## config.mk

```make
export PLATFORM = sky130hd
export DESIGN_NAME = l2_train_sched
export DESIGN_NICKNAME = d
export VERILOG_FILES = /design/src/rtl/l2_train_sched.sv
export SDC_FILE = /design/constraint.sdc
export NUM_CORES = 1
export LEC_CHECK = 0
export CAP_MARGIN = 25
export CORE_MARGIN = 1
export CORE_UTILIZATION = 40
export CTS_CLUSTER_DIAMETER = 120
export DETAILED_ROUTE_END_ITERATION = 10
export GPL_TIMING_DRIVEN = 0
export SYNTH_ARGS = -nofsm -noshare
export SYNTH_HDL_FRONTEND = slang
export SYNTH_SLANG_ARGS = --single-unit
```

## constraint.sdc

```tcl
create_clock -name i_clk -period 2.44 [get_ports i_clk]
set_clock_uncertainty 0.1 [all_clocks]
set_input_delay 0.366 -clock i_clk [delete_from_list [all_inputs] [get_ports i_clk]]
set_output_delay 0.366 -clock i_clk [all_outputs]
set_load 0.01 [all_outputs]
```

## src/rtl/l2_train_sched.sv

```systemverilog
`default_nettype none
// ============================================================================
// Module   : l2_train_sched
// Purpose  : Run scheduler for an L2 trainer. Requests samples, emits a delayed
//            one-hot label pulse, waits for the trainer window and counts hits
//            per epoch. Define L2_SCHED_TIMEOUT_EN to bound the window wait.
// Revision : 1.0 - initial release
// ============================================================================
module l2_train_sched #(
    parameter int p_samples     = 16,
    parameter int p_epochs      = 8,
    parameter int p_label_delay = 4,
    parameter int p_timeout     = 63
) (
    input  logic       i_clk,
    input  logic       i_rst_n,
    input  logic       i_start,
    input  logic       i_sample_valid,
    input  logic [2:0] i_sample_label,
    input  logic       i_gas,
    input  logic       i_las,
    output logic       o_sample_req,
    output logic [2:0] o_label,
    output logic       o_endof_epochs,
    output logic       o_busy,
    output logic [7:0] o_sample_cnt,
    output logic [7:0] o_epoch_cnt,
    output logic [7:0] o_epoch_hits,
    output logic [7:0] o_timeout_cnt
);

    localparam logic [3:0] c_S_IDLE       = 4'd0;
    localparam logic [3:0] c_S_REQ        = 4'd1;
    localparam logic [3:0] c_S_WAIT_S     = 4'd2;
    localparam logic [3:0] c_S_DELAY      = 4'd3;
    localparam logic [3:0] c_S_LABEL      = 4'd4;
    localparam logic [3:0] c_S_WAIT_OPEN  = 4'd5;
    localparam logic [3:0] c_S_WAIT_CLOSE = 4'd6;
    localparam logic [3:0] c_S_NEXT       = 4'd7;
    localparam logic [3:0] c_S_DONE       = 4'd8;

    localparam logic [7:0] c_LAST_SAMPLE = 8'(p_samples - 1);
    localparam logic [7:0] c_LAST_EPOCH  = 8'(p_epochs - 1);
    localparam logic [7:0] c_DLY_LAST    = 8'(p_label_delay - 1);

    logic [3:0] state_q, state_d;
    logic [7:0] sample_cnt_q, sample_cnt_d;
    logic [7:0] epoch_cnt_q, epoch_cnt_d;
    logic [7:0] epoch_hits_q, epoch_hits_d;
    logic [7:0] acc_q, acc_d;
    logic [7:0] dly_q, dly_d;
    logic [2:0] label_q, label_d;
    logic       hit_q, hit_d;

    logic       w_start_run;
    logic       w_label_ok;
    logic       w_last_sample;
    logic       w_last_epoch;
    logic       w_in_window;
    logic       w_waiting;
    logic       w_tmo_last;
    logic       w_timeout;
    logic [7:0] w_acc_sum;

    assign w_start_run   = i_start && (state_q == c_S_IDLE || state_q == c_S_DONE);
    assign w_label_ok    = (i_sample_label == 3'b001) || (i_sample_label == 3'b010) ||
                           (i_sample_label == 3'b100);
    assign w_last_sample = (sample_cnt_q == c_LAST_SAMPLE);
    assign w_last_epoch  = (epoch_cnt_q == c_LAST_EPOCH);
    assign w_waiting     = (state_q == c_S_WAIT_OPEN) || (state_q == c_S_WAIT_CLOSE);
    assign w_in_window   = (state_q == c_S_LABEL) || w_waiting;
    assign w_acc_sum     = acc_q + {7'd0, hit_q};

    // A timeout only fires when the normal window transition is not taken this cycle.
    assign w_timeout = w_tmo_last &&
                       (((state_q == c_S_WAIT_OPEN) && !i_gas) ||
                        ((state_q == c_S_WAIT_CLOSE) && i_gas));

`ifdef L2_SCHED_TIMEOUT_EN
    localparam logic [7:0] c_TMO_LAST = 8'(p_timeout - 1);

    logic [7:0] tmo_q, tmo_d;
    logic [7:0] timeout_cnt_q, timeout_cnt_d;

    assign w_tmo_last = (tmo_q == c_TMO_LAST);

    always_comb begin
        tmo_d         = tmo_q;
        timeout_cnt_d = timeout_cnt_q;
        if (state_q == c_S_LABEL) begin
            tmo_d = 8'd0;
        end else if (w_waiting) begin
            tmo_d = tmo_q + 8'd1;
        end
        if (w_start_run) begin
            timeout_cnt_d = 8'd0;
        end else if (w_timeout && timeout_cnt_q != 8'hFF) begin
            timeout_cnt_d = timeout_cnt_q + 8'd1;
        end
    end

    always_ff @(posedge i_clk or negedge i_rst_n) begin
        if (!i_rst_n) begin
            tmo_q         <= 8'd0;
            timeout_cnt_q <= 8'd0;
        end else begin
            tmo_q         <= tmo_d;
            timeout_cnt_q <= timeout_cnt_d;
        end
    end

    assign o_timeout_cnt = timeout_cnt_q;
`else
    logic [7:0] w_unused_tmo;

    assign w_unused_tmo  = 8'(p_timeout);
    assign w_tmo_last    = 1'b0;
    assign o_timeout_cnt = 8'd0;
`endif

    always_ff @(posedge i_clk or negedge i_rst_n) begin
        if (!i_rst_n) begin
            state_q <= c_S_IDLE;
        end else begin
            state_q <= state_d;
        end
    end

    always_comb begin
        state_d = state_q;
        case (state_q)
            c_S_IDLE: begin
                if (i_start) state_d = c_S_REQ;
            end
            c_S_REQ: begin
                state_d = c_S_WAIT_S;
            end
            c_S_WAIT_S: begin
                if (i_sample_valid) begin
                    if (!w_label_ok)             state_d = c_S_NEXT;
                    else if (p_label_delay == 0) state_d = c_S_LABEL;
                    else                         state_d = c_S_DELAY;
                end
            end
            c_S_DELAY: begin
                if (dly_q == c_DLY_LAST) state_d = c_S_LABEL;
            end
            c_S_LABEL: begin
                state_d = c_S_WAIT_OPEN;
            end
            c_S_WAIT_OPEN: begin
                if (i_gas)          state_d = c_S_WAIT_CLOSE;
                else if (w_timeout) state_d = c_S_NEXT;
            end
            c_S_WAIT_CLOSE: begin
                if (!i_gas || w_timeout) state_d = c_S_NEXT;
            end
            c_S_NEXT: begin
                if (w_last_sample && w_last_epoch) state_d = c_S_DONE;
                else                               state_d = c_S_REQ;
            end
            c_S_DONE: begin
                if (i_start) state_d = c_S_REQ;
            end
            default: begin
                state_d = c_S_IDLE;
            end
        endcase
    end

    always_comb begin
        sample_cnt_d = sample_cnt_q;
        epoch_cnt_d  = epoch_cnt_q;
        epoch_hits_d = epoch_hits_q;
        acc_d        = acc_q;
        dly_d        = dly_q;
        label_d      = label_q;
        hit_d        = hit_q;

        case (state_q)
            c_S_WAIT_S: begin
                dly_d = 8'd0;
                if (i_sample_valid) label_d = i_sample_label;
            end
            c_S_DELAY: begin
                dly_d = dly_q + 8'd1;
            end
            c_S_NEXT: begin
                if (w_last_sample) begin
                    sample_cnt_d = 8'd0;
                    epoch_hits_d = w_acc_sum;
                    acc_d        = 8'd0;
                    if (!w_last_epoch) epoch_cnt_d = epoch_cnt_q + 8'd1;
                end else begin
                    sample_cnt_d = sample_cnt_q + 8'd1;
                    acc_d        = w_acc_sum;
                end
            end
            default: begin
            end
        endcase

        // The hit flag lives from LABEL to NEXT; a timed-out window never scores.
        if (w_in_window && i_las) hit_d = 1'b1;
        if (w_timeout || state_q == c_S_NEXT) hit_d = 1'b0;

        if (w_start_run) begin
            sample_cnt_d = 8'd0;
            epoch_cnt_d  = 8'd0;
            epoch_hits_d = 8'd0;
            acc_d        = 8'd0;
            hit_d        = 1'b0;
        end
    end

    always_ff @(posedge i_clk or negedge i_rst_n) begin
        if (!i_rst_n) begin
            sample_cnt_q <= 8'd0;
            epoch_cnt_q  <= 8'd0;
            epoch_hits_q <= 8'd0;
            acc_q        <= 8'd0;
            dly_q        <= 8'd0;
            label_q      <= 3'b000;
            hit_q        <= 1'b0;
        end else begin
            sample_cnt_q <= sample_cnt_d;
            epoch_cnt_q  <= epoch_cnt_d;
            epoch_hits_q <= epoch_hits_d;
            acc_q        <= acc_d;
            dly_q        <= dly_d;
            label_q      <= label_d;
            hit_q        <= hit_d;
        end
    end

    always_comb begin
        o_sample_req   = (state_q == c_S_REQ);
        o_label        = (state_q == c_S_LABEL) ? label_q : 3'b000;
        o_endof_epochs = (state_q == c_S_DONE);
        o_busy         = (state_q != c_S_IDLE) && (state_q != c_S_DONE);
    end

    assign o_sample_cnt = sample_cnt_q;
    assign o_epoch_cnt  = epoch_cnt_q;
    assign o_epoch_hits = epoch_hits_q;

endmodule
`default_nettype wire

```

Yosys cells after proc, flatten, opt, wreduce, memory -nomap -nowiden:

Index checks and enable logic that the tools add are counted.

* output and inout bits: 38
* register bits after elaboration: 48
* logic and storage cells: 79
* input bits: 9

* eq/ne operators: 21
* reduce and logical (&&, ||, !) cells: 20
* $add $sub $neg: 4
* multiplexer cells: 26

Operators by type and width (number)
* two-way mux 8 bit: 13
* one-hot mux 4 bit (8 select lines): 1
* adder 8 x 1 -> 8 bit, second input constant: 3
* two-way mux 4 bit: 6
* equality test 4 x 3 -> 1 bit, second input constant: 4
* one-hot mux 8 bit (2 select lines): 1
* inequality test 2 bit, second input constant: 5
* adder 8 x 1 -> 8 bit: 1
* equality test 4 x 2 -> 1 bit, second input constant: 2
* equality test 8 x 2 -> 1 bit, second input constant: 1
* equality test 8 x 3 -> 1 bit, second input constant: 1
* equality test 8 x 4 -> 1 bit, second input constant: 1
* two-way mux 3 bit: 2
* nonzero test 2 bit: 3
* logical OR 1 bit: 5
* AND reduction 5 bit: 1
* equality test 4 x 1 -> 1 bit, second input constant: 1
* equality test 4 bit, second input constant: 1
* logical AND 1 bit: 4
* zero test 4 bit: 1
* inequality test 4 bit, second input constant: 1
* AND reduction 2 bit: 2
* nonzero test 4 bit: 1
* equality test 3 x 1 -> 1 bit, second input constant: 1
* 7 further kinds: 9

Longest topological paths before layout:

Gate-level depths: netlist of the first run.

* depth after elaboration: 7
* mapped depth: 8

Worst setup path before layout of the first run:

Ideal clock, no wire load.

* path type: register to register
* from: register sample_cnt_q[0], in the netlist o_sample_cnt[0]
* to: register epoch_cnt_q[7], in the netlist o_epoch_cnt[7]
* data arrival time: 1.767 ns
* setup time: 0.129 ns
* slack: 0.445 ns
* cell stages (with the launch flop): 7
* buffers on the path: 1
* cells stage by stage: dfrtp_1 > ha_1 > and3_1 > clkbuf_1 > nand3_2 > or4_1 > mux2i_1

* cells in the longest elaborated chain, start to end: 3

RTL lines
* start: declaration: RTL line 47 `logic [7:0] sample_cnt_q, sample_cnt_d;`
* start signal: assignment: RTL line 226 `sample_cnt_q <= sample_cnt_d;`
* equality test 8 x 4 -> 1 bit: RTL line 68 `assign w_last_sample = (sample_cnt_q == c_LAST_SAMPLE);`
* nonzero test 2 bit (no source line)
* AND reduction 3 bit (no source line)
* end signal: assignment: RTL line 227 `epoch_cnt_q <= epoch_cnt_d;`
* end: declaration: RTL line 48 `logic [7:0] epoch_cnt_q, epoch_cnt_d;`

No other way between the ends.
A chain may end at the register's enable or synchronous reset.

Worst setup path in the final report of the first run:

* from: register state_q[2]
* to: output port o_label[1]

* cells in the longest elaborated chain, start to end: 2

RTL lines
* start: declaration: RTL line 46 `logic [3:0] state_q, state_d;`
* start signal: assignment: RTL line 123 `state_q <= c_S_IDLE;`
* start signal: assignment: RTL line 125 `state_q <= state_d;`
* equality test 4 x 3 -> 1 bit: RTL line 238 `o_label = (state_q == c_S_LABEL) ? label_q : 3'b000;`
* two-way mux 3 bit: RTL line 238
* end: declaration: RTL line 23 `output logic [2:0] o_label,`

No other way between the ends.

==> results of run 1 <==
-- power by group --
part / switching [W] / internal, W / total [W]
Clock: 0.000272 / 0.000305 / 0.000577
Sequential: 0.000194 / 0.000998 / 0.00119
Combinational: 0.000616 / 0.000549 / 0.00116
-- critical path, stage by stage (launching register included) --
cell,delay [ps]
dfrtp_1,410
clkbuf_4,230
nand2b_1,120
nor3_4,140
and2_1,140
clkdlybuf4s50_1,530
-- timing repair --
| action | in CTS | in global routing |
|---|---|---|
| buffers inserted | 0 | 0 |
| endpoints found under the setup margin | 3 | 5 |
| hold buffers | 1 | 0 |
| resized for setup | 1 | 4 |
| hold endpoints to repair | 23 | 0 |
-- cell families after synthesis --
family | after synthesis
AND/OR/NAND/NOR | 115
AO/OA/AOI/OAI | 61
flip-flops | 48
buffers and inverters | 25
XOR/XNOR | 14
multiplexers | 7
adder cells (fa/ha/maj) | 5
other | 1
-- final cells by class --
cell class                      instances  area share [%]
Buffer                                 18            3.31
Clock buffer                            6            2.23
Clock inverter                          2            1.08
Inverter                                5           0.578
Multi-Input combinational cell        210            40.3
Sequential cell                        48            37.0
Tap cell                               77            2.97
Timing Repair Buffer                   40            12.6
-- flip-flops by register name, summed over array words and instances (netlist names) --
signal        flops
acc_q             8
dly_q             8
o_epoch_cnt       8
o_epoch_hits      8
o_sample_cnt      8
state_q           4
label_q           3
hit_q             1
-- per-layer routing --
layer,up-vias,GRT usage (%)
met1,1023,26.0
li1,1084,-
met5,-,0
met2,32,29.4
met4,0,5.34
met3,7,3.52
-- cell usage after synthesis, types with 2 or more instances --
master    instances
nor2_1           23
or3_1             2
nand4_1           5
ha_1              5
xor2_1            9
xnor2_1           5
mux2i_1           4
o21ai_0          23
mux2_2            3
a22o_1            4
a21oi_1          13
clkbuf_1          5
a211oi_1          6
or4_1             3
o41ai_1           3
nand2b_1          3
nand2_1          32
dfrtp_1          48
nor3b_1           2
and4_1            2
a31oi_1           3
o31ai_1           3
inv_1             5
nor3_1            8
and3_1            7
buf_4             8
buf_2             7
nand3b_1          2
and2_1            5
nor4b_1           3
nand3_1           9
-- path summary, 6_finish.rpt --
kind                            slack [ps]             from         endpoint
max in group asynchronous             1200          i_rst_n       state_q[3]
min in group asynchronous              490          i_rst_n  o_epoch_hits[7]
worst min-delay path                   410       label_q[2]       label_q[2]
worst min register to register         410       label_q[2]       label_q[2]
worst max register to register         210  o_sample_cnt[0]   o_epoch_cnt[2]
worst max-delay path                   100       state_q[2]       o_label[1]
-- cells in the final DEF, fill, tap and decap left out, types with 3 or more instances in the layout --
| master | n |
|---|---|
| dfrtp_1 | 47 |
| clkdlybuf4s50_1 | 36 |
| nand2_1 | 32 |
| nor2_1 | 23 |
| o21ai_0 | 23 |
| a21oi_1 | 13 |
| nand3_1 | 9 |
| xor2_1 | 9 |
| buf_4 | 8 |
| conb_1 | 8 |
| nor3_1 | 7 |
| and3_1 | 7 |
| buf_2 | 6 |
| a211oi_1 | 6 |
| inv_1 | 5 |
| and2_1 | 5 |
| clkbuf_1 | 5 |
| nand4_1 | 5 |
| xnor2_1 | 5 |
| ha_1 | 5 |
| clkbuf_8 | 5 |
| a22o_1 | 4 |
| mux2i_1 | 4 |
| nand2b_1 | 3 |
| nor4b_1 | 3 |
| mux2_2 | 3 |
| a31oi_1 | 3 |
| o31ai_1 | 3 |
| or4_1 | 3 |
| o41ai_1 | 3 |
-- stage by stage --
step	hold slack [ps]	instance area (sq um)
after floorplan	-29.6	2630
after global placement	381	3110
after detailed placement	308	3120
after CTS	411	3240
after global routing	433	3250
final	406	3250
==> reports/qor.yml, run 1 <==
status: "completed"
syn_to_final_growth_pct: 24.7
clockBufferDepth: 2
die_h_um: 82.7
antenna_found_initial: 0
grt_pass1_vias: 2006
seqCellArea_sq_mm: 0.00120
ys.flop_type: "dfrtp_1"
vdd_drop_max_v: 0.000418
power.density_mw_per_mm2: 903
synth_area_per_cell_sq_um: 9.43
r2r_cells: 7
cts_tree: "built"
nFillCells: 623
synth.area.top_cells: "dfrtp_1, nand2_1, o21ai_0"
route.met2.wl_um: 2630
pin_count: 47
initial_core_util_pct: 41.2
cts_buffers: 5
port_buffers: 38
synth_compound_gate_area_share_pct: 14.8
final_util_pct: 51.4
drt_iter0_markers: 114
synthCells: 276
die_x_um: 82.7
dp.cells: 399
grt_usage_pct: 18.7
final_cells: 406
slew_headroom_pct: 48.2
whs_path_depth: 1
finalCriticalPeriod_ps: 2340
cts.sinks: 48
clock.fmax_mhz: 427
synth_area_leader_cell: "dfrtp_1"
power.total_w: 0.00293
hold_path.class: "reg2reg"
hold_viol_final: 0
required_ps: 1970
n_antenna_cell: 0
synth-adder-area-share_pct: 2.40
yosysWarnings: 0
place.gp.congestion: 0.803
async_flop_share_pct: 100
worst_pin_slew_ps: 775
ys_types: 47
cap_violations: 0
multi_input_area_sq_mm: 0.00131
clk_pin_slew_ps: 90
viasPerCell: 5.29
synth_top_cell_area_share_pct: 46.1
place_worst_setup_slack_ps: 193
coreArea_sq_mm: 0.00631
vias: 2146
synth_top_family_by_area: "simple AND/OR/NAND/NOR gates"
row_count: 29
drtPass1Iterations: 4
synth_edf_count: 0
dr_wl_met3_um: 171
setup_violations: 0
muxShareOfSynthArea_pct: 2.84
dieArea_sq_mm: 0.00684
drt-total-wl_um: 5690
cts_max_level: 2
nets: 342
end_kind: "output port"
power.leakage_nw: 1.42
drcViolationCount: 0
startpoint_type: "register"
layout_setup_ws_ps: 99.6
dpl.hpwl_um: 4100
yosysSeqAreaShare_pct: 46.1
detail_route.wl_per_cell_um: 14.0
synth-xor-area-share_pct: 4.71
drive_gt1_share_pct: 10.0
ys_seq_elements: 48
clkLatencyLatePin_ps: 300
cp_data_arrival_time_ps: 1870
ant_nets: 0
finalCritPeriodShare_pct: 95.9
wl_met1_um: 2820
rsz0062_at_grt: "false"
grt-ovfl-total: 0
path_max_fanout: 10
maxSlewViolCount: 0
grt_pass1_wl_um: 9710
grt_max_degree: 26
clockRootBuffer: "clkbuf_8"
highest_layer: "met4"
timing_worst_setup_path_type: "reg2out"
synth-simple-area-share_pct: 23.9
synth_area_sq_mm: 0.00260
tns_ps: 0
Power figures use the tool's default switching activity.
==> run 2, diff against run 1 <==
--- a/config.mk
+++ b/config.mk
@@ -8,9 +8,9 @@
 export CAP_MARGIN = 25
 export CORE_MARGIN = 1
 export CORE_UTILIZATION = 40
-export CTS_CLUSTER_DIAMETER = 120
 export DETAILED_ROUTE_END_ITERATION = 10
 export GPL_TIMING_DRIVEN = 0
+export PLACE_DENSITY = 0.63
 export SYNTH_ARGS = -nofsm -noshare
 export SYNTH_HDL_FRONTEND = slang
 export SYNTH_SLANG_ARGS = --single-unit
==> run 2 against run 1 <==
  * Sequential share of layout area increased by 0.23 points
  * Die area unchanged
  * Design area decreased by 0.62%
  * Worst setup slack got worse by 4.9 ps
  * Clock power decreased by 15%
  * Non-clock buffer count decreased by 1
  * Largest cell class unchanged
==> reports/qor.yml, run 2 (same netlist as run 1, synthesis figures left out) <==
status: "completed"
hold_path.class: "in2async"
design_area_sq_mm: 0.00323  # -0.62%
cts_buffers: 5  # unchanged
finalCriticalPeriod_ps: 2350  # +4.85 ps
drtPass1Iterations: 4  # unchanged
cts_max_level: 2  # unchanged
finalCritPeriodShare_pct: 96.1  # +0.20 points
row_count: 29  # unchanged
required_ps: 1970  # about the same
crit_slowest_cell: "clkdlybuf4s50_1"
grt_usage_pct: 18.5  # -0.19 points
coreArea_sq_mm: 0.00631  # unchanged
clockBufferDepth: 2  # unchanged
grt_max_degree: 35  # +35%
clock.fmax_mhz: 426  # -0.21%
initial_core_util_pct: 41.2  # unchanged
cap_violations: 0  # unchanged
drive_gt1_share_pct: 10.1  # +0.031 points
dpl.hpwl_um: 4090  # -0.24%
startpoint_type: "register"
setup_violations: 0  # unchanged
cts_tree: "built"
crit_path_max_incr_delay_ps: 540  # about the same
antenna_found_initial: 0  # unchanged
drt-total-wl_um: 5590  # -1.7%
drcViolationCount: 0  # unchanged
syn_to_final_growth_pct: 24.0
worst_pin_slew_ps: 807  # +32.0 ps
cpLargestDelayFamily: "buffers and inverters"
cp_data_arrival_time_ps: 1880  # about the same
crit_chain: "clkbuf_4 -> nand2b_1 -> nor3_4 -> and2_1 -> clkdlybuf4s50_1"
maxSlewViolCount: 0  # unchanged
crit_buf_inv: 2  # unchanged
end_kind: "output port"
viasPerCell: 5.30  # +0.34%
tns_ps: 0  # unchanged
path_depth: 5  # unchanged
rsz0062_at_grt: "false"
port_buffers: 38  # unchanged
clkLatencyLatePin_ps: 300  # about the same
hold_viol_final: 0  # unchanged
drt_iter0_markers: 89  # -22%
die_x_um: 82.7  # unchanged
vdd_drop_max_v: 0.000421  # +0.74%
path_max_fanout: 10  # unchanged
clockRootBuffer: "clkbuf_8"
vias: 2148  # +0.093%
grt_pass1_vias: 1930  # -3.8%
detail_route.wl_per_cell_um: 13.8  # -1.5%
grt_pass1_wl_um: 9450  # -2.7%
slew_headroom_pct: 46.1  # -2.1 points
die_h_um: 82.7  # unchanged
grt-ovfl-total: 0  # unchanged
power.leakage_nw: 1.39  # -1.9%
dieArea_sq_mm: 0.00684  # unchanged
pin_count: 47  # unchanged
timing_worst_setup_path_type: "reg2out"
clk_pin_slew_ps: 90  # about the same
final_cell_mix: "dfrtp_1, clkdlybuf4s50_1, nand2_1"
final_common_cell: "dfrtp_1"
cts.sinks: 48  # unchanged
place.gp.congestion: 0.862  # +7.4%
r2r_cells: 7  # unchanged
placed_cell_area_sq_mm: 0.00312  # unchanged
n_antenna_cell: 0  # unchanged
ant_nets: 0  # unchanged
nets: 341  # -0.29%
power.density_mw_per_mm2: 878  # -2.8%
==> run 2: cell types whose count changed in the layout (fill, tap and decap cells not counted) <==
cell             change
bufinv_16            -1
clkbuf_8             +1
dlymetal6s2s_1       -1
clkdlybuf4s50_1      +1
clkbuf_1             -1
clkinvlp_4           +1
clkinv_2             -1
==> run 2: final cells by class <==
class	instances	area (sq um)
Buffer	17	104
Clock buffer	7	86.3
Clock inverter	1	7.51
Fill cell	621	3090
Inverter	5	18.8
Multi-Input combinational cell	210	1310
Sequential cell	48	1200
Tap cell	77	96.3
Timing Repair Buffer	40	405
==> run 2: power by group <==
part           leakage, nW  switching, W  internal, W  total (W)
clock               0.0445      0.000258     0.000230   0.000488
sequential           0.643      0.000195     0.000998    0.00119
combinational        0.705      0.000604     0.000550    0.00115
total                 1.39       0.00106      0.00178    0.00283
==> run 2: timing repair <==
item,in CTS,in global routing
hold buffers,1,0
hold endpoints to repair,14,0
cloned,0,0
gates resized for setup,1,3
setup endpoints to repair,3,6
buffers inserted,0,0
==> run 2: per-layer routing <==
metal,up-vias,global-route usage (%),routed length (um)
met2,44,28.9,2600
li1,1086,-,-
met3,8,3.30,199
met4,0,6.21,76
met1,1010,25.8,2710
met5,-,0,0
==> run 2: stage by stage <==
step	cells	power (W)	setup WS, ps	hold slack, ps	util [%]
final	405	0.00283	94.8	403	51.1
after global placement	398	0.00234	-542	385	49.2
after global routing	405	0.00308	5.73	423	51.1
after floorplan	283	0.00190	445	-29.6	-
after CTS	407	0.00287	15.8	409	51.1
after detailed placement	399	0.00236	194	204	49.4
==> run 2: path summary, 6_finish.rpt <==
check	startpoint	end	slack [ps]
worst max register to register	state_q[1]	o_epoch_cnt[2]	230
worst min-delay path	i_rst_n	o_sample_cnt[7]	400
min in group i_clk	acc_q[7]	acc_q[7]	410
max in group asynchronous	i_rst_n	state_q[3]	1330
worst min register to register	acc_q[7]	acc_q[7]	410
worst max-delay path	state_q[2]	o_label[0]	90
==> run 3, diff against run 2 <==
--- a/config.mk
+++ b/config.mk
@@ -5,7 +5,6 @@
 export SDC_FILE = /design/constraint.sdc
 export NUM_CORES = 1
 export LEC_CHECK = 0
-export CAP_MARGIN = 25
 export CORE_MARGIN = 1
 export CORE_UTILIZATION = 40
 export DETAILED_ROUTE_END_ITERATION = 10
==> run 3 against run 2 <==
  * Cell count unchanged
  * Critical path depth unchanged
  * Critical endpoint unchanged
  * Worst setup slack unchanged
  * Die area unchanged
  * Global-route usage unchanged
  * Wire length unchanged
  * First-iteration DRC count unchanged
  * Maximum frequency unchanged
  * Register-to-register slack about the same
  * Clock power about the same
  * Design area unchanged
  * Sequential power about the same
==> reports/qor.yml, run 3 (same netlist as run 1, synthesis figures left out) <==
place.gp.congestion: 0.862  # unchanged
r2r_setup_slack_ps: 230  # about the same
hold_viol_final: 0  # unchanged
die_x_um: 82.7  # unchanged
busiest_layer: "met2"
setup_violations: 0  # unchanged
clockBufferDepth: 2  # unchanged
vdd_drop_max_v: 0.000421  # unchanged
cts_max_level: 2  # unchanged
antenna_found_initial: 0  # unchanged
drcViolationCount: 0  # unchanged
crit_buf_inv: 2  # unchanged
syn_to_final_growth_pct: 24.0  # unchanged
coreArea_sq_mm: 0.00631  # unchanged
cts_tree: "built"
ant_nets: 0  # unchanged
met3_usage_pct: 3.30  # unchanged
nets: 341  # unchanged
port_buffers: 38  # unchanged
clock.fmax_mhz: 426  # unchanged
cp_data_arrival_time_ps: 1880  # about the same
grt.met1_usage_pct: 25.8  # unchanged
hold_path.class: "in2async"
final_cell_mix: "dfrtp_1, clkdlybuf4s50_1, nand2_1"
finalCritPeriodShare_pct: 96.1  # unchanged
detail_route.wl_per_cell_um: 13.8  # unchanged
hold_slack_ps: 403  # unchanged
required_ps: 1970  # about the same
crit_chain: "clkbuf_4 -> nand2b_1 -> nor3_4 -> and2_1 -> clkdlybuf4s50_1"
cts_setup_buffers: 0  # unchanged
design_area_sq_mm: 0.00323  # unchanged
power.density_mw_per_mm2: 878  # unchanged
cap_violations: 0  # unchanged
crit_slowest_cell: "clkdlybuf4s50_1"
seqCellArea_sq_mm: 0.00120  # unchanged
dpl.hpwl_um: 4090  # unchanged
grt-ovfl-total: 0  # unchanged
cts_buffers: 5  # unchanged
r2r_cells: 7  # unchanged
slew_headroom_pct: 46.1  # unchanged
startpoint_type: "register"
pin_count: 47  # unchanged
cts.sinks: 48  # unchanged
vias: 2148  # unchanged
path_max_fanout: 10  # unchanged
timing_worst_setup_path_type: "reg2out"
nFillCells: 621  # unchanged
drt-total-wl_um: 5590  # unchanged
initial_core_util_pct: 41.2  # unchanged
cpLargestDelayFamily: "buffers and inverters"
crit_path_max_incr_delay_ps: 540  # about the same
end_kind: "output port"
clkLatencyLatePin_ps: 300  # about the same
grt_use_met2_pct: 28.9  # unchanged
grt_max_degree: 35  # unchanged
n_antenna_cell: 0  # unchanged
grt_usage_pct: 18.5  # unchanged
grt_pass1_wl_um: 9450  # unchanged
clockRootBuffer: "clkbuf_8"
viasPerCell: 5.30  # unchanged
row_count: 29  # unchanged
drive_gt1_share_pct: 10.1  # unchanged
die_h_um: 82.7  # unchanged
maxSlewViolCount: 0  # unchanged
rsz0062_at_grt: "false"
layout_setup_ws_ps: 94.8  # unchanged
final_common_cell: "dfrtp_1"
drt_iter0_markers: 89  # unchanged
power.leakage_nw: 1.39  # unchanged
place_worst_setup_slack_ps: 194  # unchanged
clk_pin_slew_ps: 90  # about the same
drtPass1Iterations: 4  # unchanged
reg2reg_from: "state_q[1]"
dieArea_sq_mm: 0.00684  # unchanged
placed_cell_area_sq_mm: 0.00312  # unchanged
multi_input_area_sq_mm: 0.00131  # unchanged
finalCriticalPeriod_ps: 2350  # unchanged
worst_pin_slew_ps: 807  # unchanged
timing.rr.end: "o_epoch_cnt[2]"
grt_pass1_vias: 1930  # unchanged
status: "completed"
[run 3: cell counts in the layout (fill, tap and decap cells not counted)]
No cell type changed its count.
[run 3: layer usage]
metal	vias up	share of wire (%)
met5	-	0
met4	0	1.4
met3	8	3.6
met2	44	46
met1	1010	49
li1	1086	-
[run 3: worst max path at each step]
stage          cells past startpoint        endpoint  slack [ps]            start
2_1_floorplan                      6  o_epoch_cnt[7]         440  o_sample_cnt[0]
3_3_place_gp                       1      label_q[2]        -540          i_rst_n
3_5_place_dp                       7  o_epoch_cnt[2]         190  o_sample_cnt[0]
4_1_cts                            5      o_label[0]          20       state_q[1]
5_1_grt                            5      o_label[2]           6       state_q[2]
6_report                           5      o_label[0]          90       state_q[2]
[run 3: power by group]
| group | total (W) | internal (W) | switching (W) |
|---|---|---|---|
| Combinational | 0.00115 | 0.000550 | 0.000604 |
| Clock | 0.000488 | 0.000230 | 0.000258 |
| Sequential | 0.00119 | 0.000998 | 0.000195 |
[run 3: repair_timing]
item	CTS	global route
endpoints found under the hold margin	14	0
hold buffers	1	0
resized for setup	1	3
endpoints found under the setup margin	3	6
[run 3: layout make-up]
| cell class | count | share of cell area, % |
|---|---|---|
| Timing Repair Buffer | 40 | 12.6 |
| Buffer | 17 | 3.22 |
| Inverter | 5 | 0.581 |
| Sequential cell | 48 | 37.2 |
| Tap cell | 77 | 2.98 |
| Clock buffer | 7 | 2.67 |
| Clock inverter | 1 | 0.233 |
| Multi-Input combinational cell | 210 | 40.5 |
[run 3: stage by stage]
stage	power (W)	TNS [ps]	cells	util, %
3_3_place_gp	0.00234	-25850	398	49.2
5_1_grt	0.00308	0	405	51.1
3_5_place_dp	0.00236	0	399	49.4
6_report	0.00283	0	405	51.1
2_1_floorplan	0.00190	0	283	-
4_1_cts	0.00287	0	407	51.1
